**src/rtl/heartbeat_pkg.sv**
```systemverilog
// Shared LED mode encodings for the heartbeat LED generator and its channels.
package heartbeat_pkg;

  typedef enum logic [1:0] {
    MODE_OFF     = 2'b00,
    MODE_ON      = 2'b01,
    MODE_BLINK   = 2'b10,
    MODE_BREATHE = 2'b11
  } mode_t;

endpackage : heartbeat_pkg

```
**src/rtl/heartbeat_led_ch.sv**
```systemverilog
// One LED channel: selects off/on/blink/breathe from the shared sources,
// applies output polarity and registers the drive (1-cycle latency, no backpressure).
module heartbeat_led_ch
  import heartbeat_pkg::*;
#(
  parameter bit ACTIVE_LOW = 1'b0
) (
  input  logic  i_clk,
  input  logic  i_rst_n,
  input  mode_t i_mode,
  input  logic  i_blink,
  input  logic  i_breathe,
  output logic  o_led
);

  logic w_raw;
  logic r_led;

  always_comb begin
    w_raw = 1'b0;
    unique case (i_mode)
      MODE_OFF:     w_raw = 1'b0;
      MODE_ON:      w_raw = 1'b1;
      MODE_BLINK:   w_raw = i_blink;
      MODE_BREATHE: w_raw = i_breathe;
      default:      w_raw = 1'b0;
    endcase
  end

  always_ff @(posedge i_clk or negedge i_rst_n) begin
    if (!i_rst_n) begin
      r_led <= ACTIVE_LOW;
    end else begin
      r_led <= w_raw ^ ACTIVE_LOW;
    end
  end

  assign o_led = r_led;

endmodule : heartbeat_led_ch

```
**src/rtl/heartbeat_led_gen.sv**
```systemverilog
// Multi-channel heartbeat: shared heartbeat/PWM counters feed CHANNELS LED drivers.
// Breathe (triangle PWM) mode is built only with HEARTBEAT_BREATHE_EN; otherwise mode 11 blinks.
module heartbeat_led_gen
  import heartbeat_pkg::*;
#(
  parameter int unsigned CHANNELS   = 5,
  parameter int unsigned WIDTH      = 22,
  parameter int unsigned PWM_W      = 8,
  parameter bit          ACTIVE_LOW = 1'b0
) (
  input  logic                  clk,
  input  logic                  reset_n,
  input  logic                  enable_n,
  input  logic                  sync_clr,
  input  logic [2*CHANNELS-1:0] mode,
  output logic [CHANNELS-1:0]   led_out,
  output logic                  data_out_msb,
  output logic                  tick
);

  logic [WIDTH-1:0] r_hb_cnt;
  logic             r_tick;
  logic             w_wrap;
  logic             w_blink;
  logic             w_breathe;

  assign w_wrap  = &r_hb_cnt;
  assign w_blink = r_hb_cnt[WIDTH-1];

  // Clear beats counting, so a clear coinciding with a wrap never raises tick.
  always_ff @(posedge clk or negedge reset_n) begin
    if (!reset_n) begin
      r_hb_cnt <= '0;
      r_tick   <= 1'b0;
    end else if (sync_clr) begin
      r_hb_cnt <= '0;
      r_tick   <= 1'b0;
    end else if (!enable_n) begin
      r_hb_cnt <= r_hb_cnt + 1'b1;
      r_tick   <= w_wrap;
    end else begin
      r_tick   <= 1'b0;
    end
  end

`ifdef HEARTBEAT_BREATHE_EN
  logic [PWM_W-1:0] r_pwm_cnt;
  logic [PWM_W:0]   w_phase;
  logic [PWM_W-1:0] w_level;

  always_ff @(posedge clk or negedge reset_n) begin
    if (!reset_n) begin
      r_pwm_cnt <= '0;
    end else if (sync_clr) begin
      r_pwm_cnt <= '0;
    end else if (!enable_n) begin
      r_pwm_cnt <= r_pwm_cnt + 1'b1;
    end
  end

  // Top bits of the heartbeat fold into a 0 -> max -> 0 brightness ramp.
  assign w_phase   = r_hb_cnt[WIDTH-1 -: PWM_W+1];
  assign w_level   = w_phase[PWM_W] ? ~w_phase[PWM_W-1:0] : w_phase[PWM_W-1:0];
  assign w_breathe = (r_pwm_cnt < w_level);
`else
  localparam int unsigned PWM_W_UNUSED = PWM_W;
  assign w_breathe = w_blink;
`endif

  for (genvar gi = 0; gi < CHANNELS; gi++) begin : g_ch
    heartbeat_led_ch #(
      .ACTIVE_LOW (ACTIVE_LOW)
    ) u_ch (
      .i_clk     (clk),
      .i_rst_n   (reset_n),
      .i_mode    (mode_t'(mode[2*gi +: 2])),
      .i_blink   (w_blink),
      .i_breathe (w_breathe),
      .o_led     (led_out[gi])
    );
  end

  assign data_out_msb = r_hb_cnt[WIDTH-1];
  assign tick         = r_tick;

endmodule : heartbeat_led_gen
```
**config.mk**
```make
export PLATFORM = sky130hd
export DESIGN_NAME = heartbeat_led_gen
export DESIGN_NICKNAME = d
export VERILOG_FILES = /design/src/rtl/heartbeat_pkg.sv /design/src/rtl/heartbeat_led_ch.sv /design/src/rtl/heartbeat_led_gen.sv
export SDC_FILE = /design/constraint.sdc
export NUM_CORES = 1
export LEC_CHECK = 0
export ABC_AREA = 1
export CORE_UTILIZATION = 55
export CTS_CLUSTER_SIZE = 20
export DETAILED_ROUTE_END_ITERATION = 6
export DONT_BUFFER_PORTS = 1
export PLACE_DENSITY = 0.7
export SYNTH_ARGS = -nofsm -noshare
export SYNTH_HDL_FRONTEND = slang
export SYNTH_HIERARCHICAL = 1
export SYNTH_SLANG_ARGS = --single-unit
```
**constraint.sdc**
```tcl
create_clock -name clk -period 2.6 [get_ports clk]
set_clock_uncertainty 0.2 [all_clocks]
set_input_delay 0.52 -clock clk [delete_from_list [all_inputs] [get_ports clk]]
set_output_delay 0.52 -clock clk [all_outputs]
set_load 0.005 [all_outputs]
```
==> impl_metrics.yaml <==
sta:
  tightest_slew_ps: 446
  rsz0062_at_grt: "no"
  setup_viol: 0
  min_period_over_period_pct: 65.7
  tns_ps: 0
  hold_viol: 0
  fmax_mhz: 586
  slew_headroom_pct: 70.2
  drv_slew: 0
  setup_ws_ps: 893
  period_needed_ps: 1710
logic_synthesis:
  syn_inst: 225
  yosysWarnings: 6
  ys_ff_latch: 28
  synthTopCellsByArea: "dfrtp_1, nand2_1, inv_1"
  syn_nets: 240
  synth-seq-area-share_pct: 43.1
  ys_types: 25
  yosysTopAreaCell: "dfrtp_1"
  yosysTopAreaCellShare_pct: 43.1
  syn_avg_cell_area_um2: 7.22
  syn_area_um2: 1630
critical_path:
  arrival_ps: 990
  cp.required_ps: 1880
  critPathLaunchType: "flop"
  end_kind: "primary output"
  path_class: "flop to primary output"
  worstPathMaxFanout: 14
floorplan:
  dieArea_um2: 3180
  rows: 19
  start_util_pct: 58.4
  io_pins: 21
  die_w_um: 56.4
  core_um2: 2780
  die_y_um: 56.4
final_layout:
  syn2layout_area_growth_pct: 7.01
  drive_gt1_share_pct: 10.9
  fin_util_pct: 62.5
  finalInstanceArea_um2: 1740
  instances_no_fill: 261
  fin_nets: 246
  n_antenna_cell: 0
clocking:
  cts-resized-gates: 0
  cts_hold_buf: 2
  cts_sinks: 28
  tritoncts: "yes"
  clk_latency_ps: 340
  cts_made_buffers: 3
  root_buffer: "clkbuf_4"
  cts_max_path_buffers: 2
  cts.reportedPaths.clkPinSlew_ps: 150
  htreeDepth: 1
  cts_post_setup_buffers_inserted: 0
pwr:
  ir_worst_vdd_uv: 404
  p_per_area_nw_per_um2: 479
  p_leak_nw: 0.835
route:
  via_per_inst: 5.18
  firstDrtPassIters: 4
  remaining_drc_errors: 0
  first_iter_violations: 51
  wl_mm: 3.19
  wl_per_cell_um: 12.2
  drtAntennaViolNets: 0
  via_count: 1353
global_routing:
  overflow: 0
  grt_antenna_before_repair: 0
  grt_pass1_wl_mm: 5.30
  grt_max_degree: 29
  grt_pass1_vias: 1259
  grt_use_total_pct: 21.4
placement:
  gp_congestion: 0.857
  dp_hpwl_mm: 2.39
  place_ws_ps: 950
  dp_cells: 255
  port_buffers: 0
  place_area_um2: 1660
worst_hold_path:
  hold_path_class: "input port to flop"
run:
  max_cap_viol_count: 0
run_status:
  run_status: "complete, no violations"
-- stage by stage --
step | hold slack [ps] | total power, mW
finish | 26.0 | 0.834
detailed placement | 24.9 | 0.535
global placement | 24.9 | 0.532
global route | 11.1 | 0.862
CTS | 20.1 | 0.838
floorplan | 24.4 | 0.523
-- cells by family after synthesis --
family	Yosys count	synth area share, %
adders and majority gates	1	0.770
DFF	28	43.1
buffers and inverters	41	9.70
and+or+nand+nor	138	40.8
AOI/OAI and AO/OA	17	5.62
-- path summary, 6_finish.rpt --
check	from	end	cells after the start	slack, ps
max	r_hb_cnt[21]	data_out_msb	0	890
min	sync_clr	r_hb_cnt[2]	1	30
max reg2reg	r_hb_cnt[0]	r_hb_cnt[10]	10	940
min reg2reg	r_hb_cnt[6]	r_hb_cnt[6]	2	310
max in group asynchronous	reset_n	g_ch[2].u_ch/o_led	2	1650
min in group asynchronous	reset_n	r_hb_cnt[8]	2	390
-- final cells by class --
type	count	area, um^2
Fill cell	261	1040
Multi-Input combinational cell	156	767
Clock inverter	1	30.0
Tap cell	31	38.8
Clock buffer	3	22.5
Inverter	40	150
Timing Repair Buffer	2	30.0
Sequential cell	28	701
-- layout by cell type, fill, tap and decap left out, types with 2 or more instances in the layout --
cell,instances
inv_1,37
nand3_2,2
nor3_1,2
nand2_4,2
clkbuf_4,3
o21ai_0,4
nand2_1,60
a21oi_1,8
nor2_1,36
nand4_1,7
o21ai_1,3
nand2_2,2
nor2_4,5
nor2_2,5
inv_2,2
nand3_1,13
dfrtp_1,28
-- Yosys cell counts, drive strengths merged --
| master | number |
|---|---|
| a21oi | 8 |
| a22o | 1 |
| and3 | 1 |
| buf | 1 |
| clkinv | 1 |
| dfrtp | 28 |
| ha | 1 |
| inv | 39 |
| nand2 | 64 |
| nand3 | 16 |
| nand3b | 1 |
| nand4 | 7 |
| nor2 | 46 |
| nor3 | 2 |
| nor4 | 1 |
| o21ai | 7 |
| o21bai | 1 |
-- flip-flops by register name, summed over array words and instances, names as in the netlist --
signal and cells:
r_hb_cnt 22, tick 1, g_ch.u_ch/o_led 5
-- routing by layer --
layer,wire [um],GRT usage (%)
met1,1550,26.6
met2,1510,36.9
met3,87,3.46
met4,46,8.71
met5,0,0
-- power breakdown --
| group | switching (mW) | internal [mW] | total (mW) |
|---|---|---|---|
| Clock | 0.139 | 0.156 | 0.295 |
| Sequential | 0.0211 | 0.453 | 0.474 |
| Combinational | 0.0382 | 0.0260 | 0.0641 |
(Power assumes the default switching activity.)
